### config.mk
export PLATFORM = sky130hd
export DESIGN_NAME = sync_fifo
export DESIGN_NICKNAME = d
export VERILOG_FILES = /design/src/rtl/shared_pkg.sv /design/src/rtl/fifo_ctrl.sv /design/src/rtl/sync_fifo.sv
export SDC_FILE = /design/constraint.sdc
export NUM_CORES = 1
export LEC_CHECK = 0
export CORE_MARGIN = 1
export CORE_UTILIZATION = 52
export DETAILED_ROUTE_END_ITERATION = 10
export GPL_TIMING_DRIVEN = 0
export PLACE_DENSITY = 0.76
export SYNTH_ARGS = -nofsm -noshare
export SYNTH_HDL_FRONTEND = slang
export SYNTH_SLANG_ARGS = --single-unit
### constraint.sdc
create_clock -name clk -period 5.4 [get_ports clk]
set_input_delay 1.62 -clock clk [delete_from_list [all_inputs] [get_ports clk]]
set_output_delay 1.62 -clock clk [all_outputs]
set_load 0.01 [all_outputs]
### src/rtl/shared_pkg.sv
// Shared FIFO sizing defaults used by the DUT and its bench.
// Optional occupancy port is enabled with SYNC_FIFO_COUNT_EN.
package shared_pkg;
    localparam int unsigned FIFO_WIDTH_DEF = 16;
    localparam int unsigned FIFO_DEPTH_DEF = 8;
endpackage

### src/rtl/fifo_ctrl.sv
// Pointer/occupancy control for sync_fifo: accept/reject decisions and occupancy flags.
// Exposes the occupancy register as 'count' only when SYNC_FIFO_COUNT_EN is defined.
module fifo_ctrl
    import shared_pkg::*;
#(
    parameter int unsigned FIFO_DEPTH = FIFO_DEPTH_DEF,
    parameter int unsigned PTR_W      = $clog2(FIFO_DEPTH),
    parameter int unsigned CNT_W      = $clog2(FIFO_DEPTH + 1)
) (
    input  logic             clk,
    input  logic             rst_n,
    input  logic             wr_en,
    input  logic             rd_en,
    output logic             wr_accept,
    output logic             rd_accept,
    output logic [PTR_W-1:0] wr_ptr,
    output logic [PTR_W-1:0] rd_ptr,
    output logic             full,
    output logic             almostfull,
    output logic             empty,
    output logic             almostempty
`ifdef SYNC_FIFO_COUNT_EN
    ,
    output logic [CNT_W-1:0] count
`endif
);

    localparam logic [CNT_W-1:0] DEPTH_C = CNT_W'(FIFO_DEPTH);
    localparam logic [CNT_W-1:0] DEPTH_M1_C = CNT_W'(FIFO_DEPTH - 1);
    localparam logic [PTR_W-1:0] PTR_LAST_C = PTR_W'(FIFO_DEPTH - 1);

    logic [PTR_W-1:0] wr_ptr_q, wr_ptr_d;
    logic [PTR_W-1:0] rd_ptr_q, rd_ptr_d;
    logic [CNT_W-1:0] count_q, count_d;

    assign full        = (count_q == DEPTH_C);
    assign almostfull  = (count_q == DEPTH_M1_C);
    assign empty       = (count_q == '0);
    assign almostempty = (count_q == CNT_W'(1));

    // Flags are the pre-update state, so a simultaneous request on full/empty
    // lets the opposite side through while rejecting this one.
    assign wr_accept = wr_en & ~full;
    assign rd_accept = rd_en & ~empty;

    // Explicit wrap keeps non-power-of-2 depths correct.
    always_comb begin
        wr_ptr_d = wr_ptr_q;
        rd_ptr_d = rd_ptr_q;
        count_d  = count_q;
        if (wr_accept) begin
            wr_ptr_d = (wr_ptr_q == PTR_LAST_C) ? '0 : wr_ptr_q + 1'b1;
        end
        if (rd_accept) begin
            rd_ptr_d = (rd_ptr_q == PTR_LAST_C) ? '0 : rd_ptr_q + 1'b1;
        end
        unique case ({wr_accept, rd_accept})
            2'b10:   count_d = count_q + 1'b1;
            2'b01:   count_d = count_q - 1'b1;
            default: count_d = count_q;
        endcase
    end

    always_ff @(posedge clk or negedge rst_n) begin
        if (!rst_n) begin
            wr_ptr_q <= '0;
            rd_ptr_q <= '0;
            count_q  <= '0;
        end else begin
            wr_ptr_q <= wr_ptr_d;
            rd_ptr_q <= rd_ptr_d;
            count_q  <= count_d;
        end
    end

    assign wr_ptr = wr_ptr_q;
    assign rd_ptr = rd_ptr_q;
`ifdef SYNC_FIFO_COUNT_EN
    assign count = count_q;
`endif

endmodule

### src/rtl/sync_fifo.sv
// Single-clock FIFO with registered read data and per-cycle handshake feedback.
// Define SYNC_FIFO_COUNT_EN to expose the occupancy register on the 'count' port.
module sync_fifo
    import shared_pkg::*;
#(
    parameter int unsigned FIFO_WIDTH = FIFO_WIDTH_DEF,
    parameter int unsigned FIFO_DEPTH = FIFO_DEPTH_DEF
) (
    input  logic                  clk,
    input  logic                  rst_n,
    input  logic [FIFO_WIDTH-1:0] data_in,
    input  logic                  wr_en,
    input  logic                  rd_en,
    output logic [FIFO_WIDTH-1:0] data_out,
    output logic                  wr_ack,
    output logic                  overflow,
    output logic                  underflow,
    output logic                  full,
    output logic                  almostfull,
    output logic                  empty,
    output logic                  almostempty
`ifdef SYNC_FIFO_COUNT_EN
    ,
    output logic [$clog2(FIFO_DEPTH+1)-1:0] count
`endif
);

    localparam int unsigned PTR_W = $clog2(FIFO_DEPTH);
    localparam int unsigned CNT_W = $clog2(FIFO_DEPTH + 1);

    logic [FIFO_WIDTH-1:0] mem [FIFO_DEPTH];
    logic [PTR_W-1:0]      wr_ptr;
    logic [PTR_W-1:0]      rd_ptr;
    logic                  wr_accept;
    logic                  rd_accept;

    fifo_ctrl #(
        .FIFO_DEPTH (FIFO_DEPTH),
        .PTR_W      (PTR_W),
        .CNT_W      (CNT_W)
    ) u_ctrl (
        .clk         (clk),
        .rst_n       (rst_n),
        .wr_en       (wr_en),
        .rd_en       (rd_en),
        .wr_accept   (wr_accept),
        .rd_accept   (rd_accept),
        .wr_ptr      (wr_ptr),
        .rd_ptr      (rd_ptr),
        .full        (full),
        .almostfull  (almostfull),
        .empty       (empty),
        .almostempty (almostempty)
`ifdef SYNC_FIFO_COUNT_EN
        ,
        .count       (count)
`endif
    );

    // Storage is deliberately not reset; only accepted entries are ever read.
    always_ff @(posedge clk) begin
        if (wr_accept) begin
            mem[wr_ptr] <= data_in;
        end
    end

    always_ff @(posedge clk or negedge rst_n) begin
        if (!rst_n) begin
            data_out  <= '0;
            wr_ack    <= 1'b0;
            overflow  <= 1'b0;
            underflow <= 1'b0;
        end else begin
            wr_ack    <= wr_accept;
            overflow  <= wr_en & full;
            underflow <= rd_en & empty;
            if (rd_accept) begin
                data_out <= mem[rd_ptr];
            end
        end
    end

endmodule

==> Yosys cells after proc, flatten, opt, wreduce, memory -nomap -nowiden <==
Memory sizes are Yosys's and may differ from the RTL's. A register that Yosys moved wholly into a read port is not among the register bits.
Index checks and enable logic that the tools add are counted.
{ "word_totals": {"register_bits": 13, "ramBits": 128, "inputBits": 20, "wordCells": 32, "n_memories": 1} }
{ "mem_list": {"columns": ["name", "depth", "word_bits", "read_ports", "rd_ports_with_merged_regs", "wr", "line_no", "rtl"], "rows": [
  ["mem", 8, 16, 1, 1, 1, "sync_fifo.sv:31", "logic [FIFO_WIDTH-1:0] mem [FIFO_DEPTH];"]
]} }
{ "classes": {"n_addsub": 4, "eq_ne": 7, "muxes": 5, "bitwise": 6, "reduce_logical": 3} }
{ "ops": {"columns": ["cell", "n"], "rows": [
  ["$pmux 4 s2", 1],
  ["$add 3x1->3 const B", 2],
  ["$eq 3x3->1 const B", 2],
  ["$mux 3", 2],
  ["$add 4x1->4 const B", 1],
  ["$and 1x1->1", 4],
  ["$eq 4x1->1 const B", 1],
  ["$eq 4x3->1 const B", 1],
  ["$eq 4x4->1 const B", 1],
  ["$logic_not 4->1", 1],
  ["$sub 4x1->4 const B", 1],
  ["$eq 2x1->1 const B", 1],
  ["$eq 2x2->1 const B", 1],
  ["$mux 1", 2],
  ["$not 1->1", 2],
  ["$reduce_bool 2->1", 1],
  ["$logic_not 1->1", 1]
]} }

==> Depth between registers and ports, before layout <==
Gate-level depths: netlist of the first run.
{ "depth": {"word_depth": 5, "depth_mapped": 10, "depth_no_buf": 9} }

==> By module <==
From an unflattened synthesis of the first run, not the netlist that was laid out.
{ "unflattened": {"cells_unflattened": 379, "hier_area_um2": 6319.8} }
{ "by_module_without_submodules": {"columns": ["module", "instances", "cells_per_inst", "area_each_um2", "seq_area_each_um2"], "rows": [
  ["sync_fifo", 1, 330, 5741.8, 4319.1],
  ["fifo_ctrl", 1, 49, 578.1, 250.2]
]} }

==> Worst setup path after synthesis of the first run <==
Ideal clock, no wire load.
{ "synth_path": {"path_kind": "input-to-reg", "startpoint": "input wr_en", "endpoint": "memory mem[0][0] (netlist bit), enable pin", "setup_ns": 0.430, "t_arrival_ns": 3.378, "t_required_ns": 4.970, "setup_slack_ns": 1.592, "path_stages": 2, "cell_sequence": "nand2_1 -> nor4_1"} }
{ "synth_via": {"elab_chain_cells": 3} }
{ "synth_rtl": {"columns": ["element", "line_no", "rtl"], "rows": [
  ["start, declared", "sync_fifo.sv:12", "input logic wr_en,"],
  ["$and 1x1->1", "fifo_ctrl.sv:43", "assign wr_accept = wr_en & ~full;"],
  ["$mux 1", "sync_fifo.sv:62", "if (wr_accept) begin"],
  ["$mux 1 (not written as such)", "sync_fifo.sv:63", "mem[wr_ptr] <= data_in;"],
  ["end, declared", "sync_fifo.sv:31", null]
]} }
Every way passes these cells.

==> Final worst setup path of the first run <==
{ "layout_path": {"startpoint": "register u_ctrl.count_q[0]", "endpoint": "output empty"} }
{ "layout_via": {"elab_chain_cells": 1} }
{ "layout_rtl": {"columns": ["element", "line_no", "rtl"], "rows": [
  ["start, declared", "fifo_ctrl.sv:34", "logic [CNT_W-1:0] count_q, count_d;"],
  ["start signal, assigned", "fifo_ctrl.sv:72", "count_q <= count_d;"],
  ["$logic_not 4->1", "fifo_ctrl.sv:38", "assign empty = (count_q == '0);"],
  ["end, declared", "sync_fifo.sv:20", "output logic empty,"]
]} }
Every way passes these cells.

==> results of run 1 <==
-- final timing paths --
kind | from | to | slack (ps) | depth (start not counted)
min in group asynchronous | rst_n | data_out[13] | 1270 | 1
max in group asynchronous | rst_n | data_out[4] | 3640 | 1
max reg2reg | u_ctrl.count_q[0] | u_ctrl.count_q[3] | 2710 | 10
min reg2reg | data_out[11] | data_out[11] | 530 | 2
min | data_out[11] | data_out[11] | 530 | 2
max | u_ctrl.count_q[0] | empty | 1020 | 5
-- cell type report --
cell class	instances	area, sq um	area share, %
multi-input combinational	180	1630	21.3
clock buffer	18	429	5.63
buffer	18	123	1.61
clock inverter	14	144	1.89
inverter	6	22.5	0.296
sequential	157	4570	60.0
timing repair buffer	51	524	6.88
tap	143	179	2.35
-- stage by stage --
step,std cells,total power (uW),worst slack [ps],area [sq um],TNS [ps]
finish,587,4230,1020,7620,0
global route,587,4440,867,7620,0
CTS,587,4260,1000,7620,0
detailed placement,555,3090,1490,7040,0
global placement,546,2990,-296,6910,-4730
floorplan,361,2570,1590,6310,0
-- Yosys cell counts, drive strengths merged, types with 4 or more instances --
cell type,instances,area share [%]
nand2b,4,0.40
a22o,16,2.2
mux2,38,6.8
nand2,4,0.24
o22ai,16,1.6
buf,12,1.6
inv,6,0.36
dfrtp,29,12
nor2,7,0.42
ha,8,1.6
o31ai,16,2.9
mux2i,33,5.2
edfxtp,128,61
nor3,4,0.32
o21ai,17,1.3
clkbuf,6,0.38
-- power breakdown --
group | leakage (uW) | switching (uW) | internal (uW) | total [uW]
clock | 0.000262 | 472 | 680 | 1150
sequential | 0.00151 | 125 | 1570 | 1690
combinational | 0.000966 | 739 | 646 | 1390
total | 0.00274 | 1340 | 2900 | 4230
-- cells in the final DEF, fill, tap and decap left out, types with 3 or more instances in the layout --
master           count
edfxtp_1           128
clkdlybuf4s50_1     41
mux2_2              35
mux2i_1             33
dfrtp_1             29
o21ai_0             17
clkbuf_16           17
o22ai_1             16
a22o_1              16
o31ai_2             12
ha_1                 8
inv_1                6
buf_6                6
clkbuf_1             6
buf_4                6
buf_2                5
clkinvlp_4           5
buf_8                5
nand2_1              4
nand2b_1             4
nor3_2               4
nor2_1               4
o31ai_1              4
nor2_2               3
mux2_1               3
inv_6                3
clkinv_1             3
-- state kept, by name, summed over array words and instances (netlist names) --
signal	cells
u_ctrl.count_q	4
wr_ack	1
u_ctrl.rd_ptr	3
data_out	16
overflow	1
underflow	1
mem	128
u_ctrl.wr_ptr	3
-- critical path, delay by kind of cell (launching register included) --
| kind | cells | cell delay (ps) |
|---|---|---|
| adders and majority gates | 1 | 200 |
| DFF | 1 | 450 |
| buffers and inverters | 3 | 1170 |
| and+or+nand+nor | 1 | 530 |
-- routing by layer --
metal / vias to the layer above / part of all wire [%]
li1: 1561 / -
met3: 16 / 4.9
met5: - / 0
met4: 0 / 1.8
met1: 1787 / 42
met2: 109 / 51
-- cell families after synthesis --
logic type      after synthesis
compound gates               66
xor+xnor                      4
fa+ha+maj                     8
buf+inv                      24
flops                       157
mux                          71
simple gates                 31
==> flow_summary.ini, run 1 <==
[status]
status = complete, but fails checks
violations = design-rule violations

[cts]
root_buffer = clkbuf_16
clock_latency_ps = 420
post_cts_buffers = 0
path_clk_slew_ps = 60
cts_tree = built
cts_max_level = 4
clk_path_buf_depth = 2
cts_sinks = 157
hold_buffers = 0
cts-resized-gates = 0
cts_buffers = 17

[drt]
first_iter_violations = 286
drtAntennaViolNets = 0
first_pass_iters = 8
wl_per_cell_um = 22.3
vias = 3473
viasPerCell = 5.92
wl_um = 13100
drc = 3

[setup_path]
endpoint_kind = primary output
path_max_fanout = 10
cp.arrival_ps = 2760
crit_slowest_cell = clkdlybuf4s50_1
critical_path_class = register to primary output
critPathRequiredTime_ps = 3780
cp_slowest_stage_delay_ps = 630
cp-start-kind = register
path_cells = inv_1, ha_1, nor3b_4, clkbuf_1, clkdlybuf4s50_1

[synth]
synth_edf_count = 128
synthAdderAreaFrac_pct = 1.59
syn_area_per_cell_sq_um = 17.5
muxShareOfSynthArea_pct = 12.0
synthFlopType = edfxtp_1
synth-simple-area-share_pct = 2.92
synth-xor-area-share_pct = 0.556
synth_compound_area_share_pct = 8.15
synth_top_family_by_area = multiplexers
synth-async-reset-ratio_pct = 18.5
ys_warn_count = 0
ys_types = 34
ys_seq_elements = 157
syn_area_sq_um = 6310
seq_area_frac_synth_pct = 72.5
syn_nets = 389
synthCells = 361

[power]
power_density_nw_per_um2 = 556
peakVddDrop_mv = 0.264
p_leak_uw = 0.00274

[final_layout]
nNetsFinal = 459
fill_cells = 807
final_layout_size_suffix_gt1_share_pct = 24.3
antenna_cells = 0
area_growth_syn_to_layout_pct = 20.8
final_util_pct = 65.6

[placed_design]
io_buffers = 42
hpwl_um = 8370
gp_congestion = 0.764

[die]
die_w_um = 112
die-area_sq_um = 12600
num_rows = 39
die_height_um = 112
core_area_sq_um = 11600
ios = 43
initial_utilization_pct = 54.3

[global_route]
grt_overflow = 0
grt.busiest_layer = met2
use_met3_pct = 5.72
grt_pass1_wl_um = 20700
grt_max_degree = 30
grt_antenna_before_repair = 0
track_usage_pct = 22.9
use_met1_pct = 30.1
grt_pass1_vias = 3636
met2_usage_pct = 36.8

[timing]
timing.hold.ws_ps = 527
drv_slew = 0
finalSetupViolations = 0
hold_viol = 0
skew_ps = 5.02
fin_crit_ps = 4380
post-route-period-util_pct = 81.1
worstMarginPinSlew_ps = 909
max_freq_mhz = 228
rsz0062_at_grt = no
relSlewSlack_pct = 39.1

[worst_hold_path]
hp-class = register to register

[flow_run]
maxCapViolCount = 0
No activity file was read; power rests on OpenSTA's default activity.
==> run 2: changes to the inputs <==
PLACE_DENSITY = 0.79   (was 0.76)
clock period = 3.6 ns   (was 5.4 ns; I/O delays follow)
==> flow_summary.ini, run 2 (synthesized netlist as in run 1, its figures left out) <==
[cts]
path_clk_slew_ps = 60
cts_max_level = 4
cts_tree = built
cts_sinks = 157
cts_buffers = 17
clk_path_buf_depth = 2
clock_latency_ps = 410
root_buffer = clkbuf_16
hold_buffers = 0

[global_route]
grt_pass1_vias = 3631
grt_max_degree = 30
grt_overflow = 0
track_usage_pct = 22.4
grt_pass1_wl_um = 20400
grt_antenna_before_repair = 0

[die]
die_height_um = 112
core_area_sq_um = 11600
num_rows = 39
ios = 43
die_w_um = 112
initial_utilization_pct = 54.3
die-area_sq_um = 12600

[power]
p_leak_uw = 0.00278
p_clk_share_pct = 27.8
internal_power_uw = 4450
net-switching-power_uw = 1940
power_uw = 6390
p_comb_share_pct = 32.3
seqPwrFrac_pct = 39.9
power_density_nw_per_um2 = 836
peakVddDrop_mv = 0.480
swShare_pct = 30.3

[drt]
vias = 3416
drc = 5
first_pass_iters = 10
drtAntennaViolNets = 0
wl_per_cell_um = 21.9
first_iter_violations = 230
viasPerCell = 5.80
wl_um = 12900

[timing]
drv_slew = 0
relSlewSlack_pct = 36.2
fin_crit_ps = 3350
rsz0062_at_grt = no
hold_viol = 0
fin_tns_setup_ps = 0
worstMarginPinSlew_ps = 952
max_freq_mhz = 299
finalSetupViolations = 0
timing.hold.ws_ps = 537
post-route-period-util_pct = 93.0
skew_ps = 11.5

[setup_path]
r2r_slack_ps = 910
critical_path_class = register to primary output
endpoint_kind = primary output
path_max_fanout = 10
critPathRequiredTime_ps = 2520
reg2regPathDepth = 11
r2r-end = u_ctrl.count_q[3]
cp.arrival_ps = 2270
r2r_start = u_ctrl.count_q[0]
cp-start-kind = register

[worst_hold_path]
hp-class = register to register
holdPathStages = 2
hp-start = data_out[9]
min_to = data_out[9]

[placed_design]
hpwl_um = 8230
io_buffers = 42
gp_congestion = 0.708
place_area_sq_um = 7050

[final_layout]
antenna_cells = 0
final_cell_mix = edfxtp_1, clkdlybuf4s50_1, mux2_2
area_growth_syn_to_layout_pct = 21.2
regMostFlops = mem
fin_area_sq_um = 7640
final_layout_size_suffix_gt1_share_pct = 24.2
fill_cells = 780
largest_register_ffs = 128
layout_commonest_cell = edfxtp_1
nNetsFinal = 461
reg_top3 = mem (128), data_out (16), u_ctrl.count_q (4)

[flow_run]
maxCapViolCount = 0

[status]
status = complete, but fails checks
violations = design-rule violations
[run 2: cell type report]
| type | instances | area, sq um | area share [%] |
|---|---|---|---|
| Multi-Input combinational cell | 180 | 1630 | 21.3 |
| Buffer | 18 | 124 | 1.62 |
| Tap cell | 143 | 179 | 2.34 |
| Timing Repair Buffer | 53 | 536 | 7.01 |
| Inverter | 6 | 22.5 | 0.295 |
| Clock inverter | 8 | 116 | 1.52 |
| Sequential cell | 157 | 4570 | 59.8 |
| Clock buffer | 24 | 472 | 6.17 |
[run 2: worst max-delay path by stage]
stage / startpoint / to / slack (ps) / depth (start not counted)
floorplan: wr_en / mem[0][0] / 330 / 2
global placement: wr_en / mem[0][4] / -1700 / 3
detailed placement: u_ctrl.count_q[0] / empty / 200 / 5
CTS: u_ctrl.count_q[0] / empty / 200 / 5
global route: u_ctrl.count_q[1] / empty / 110 / 5
finish: u_ctrl.count_q[0] / empty / 250 / 5
[run 2: power groups by stage]
stage / clock, uW / combinational (uW) / sequential [uW]
detailed placement: 0 / 2060 / 2580
global route: 1880 / 2220 / 2580
CTS: 1800 / 2090 / 2550
floorplan: 0 / 1280 / 2570
global placement: 0 / 1920 / 2560
finish: 1780 / 2060 / 2550
[run 2: per-layer routing]
metal | GRT usage, % | routed length [um] | up-vias
met5 | 0 | 0 | -
met4 | 9.42 | 200 | 0
met3 | 5.02 | 898 | 21
met2 | 36.3 | 6560 | 132
met1 | 29.4 | 5240 | 1702
li1 | - | - | 1561
[run 2: through the flow]
step | instances | utilization, % | setup slack (ps)
after floorplan | 361 | - | 332
after global placement | 546 | 59.5 | -1700
after detailed placement | 556 | 60.7 | 198
after CTS | 589 | 65.9 | 198
after global routing | 589 | 65.8 | 109
final | 589 | 65.8 | 251
[run 2: timing repair]
item	in CTS	in global routing
setup buffers	1	0
setup endpoints to repair	1	0
gates resized for setup	1	0
[run 2: worst max-delay path, cell delays in order (launching register included)]
cell             delay [ps]
dfrtp_1                 450
inv_1                    90
ha_1                    190
nor3b_4                 260
clkbuf_2                290
clkdlybuf4s50_1         580
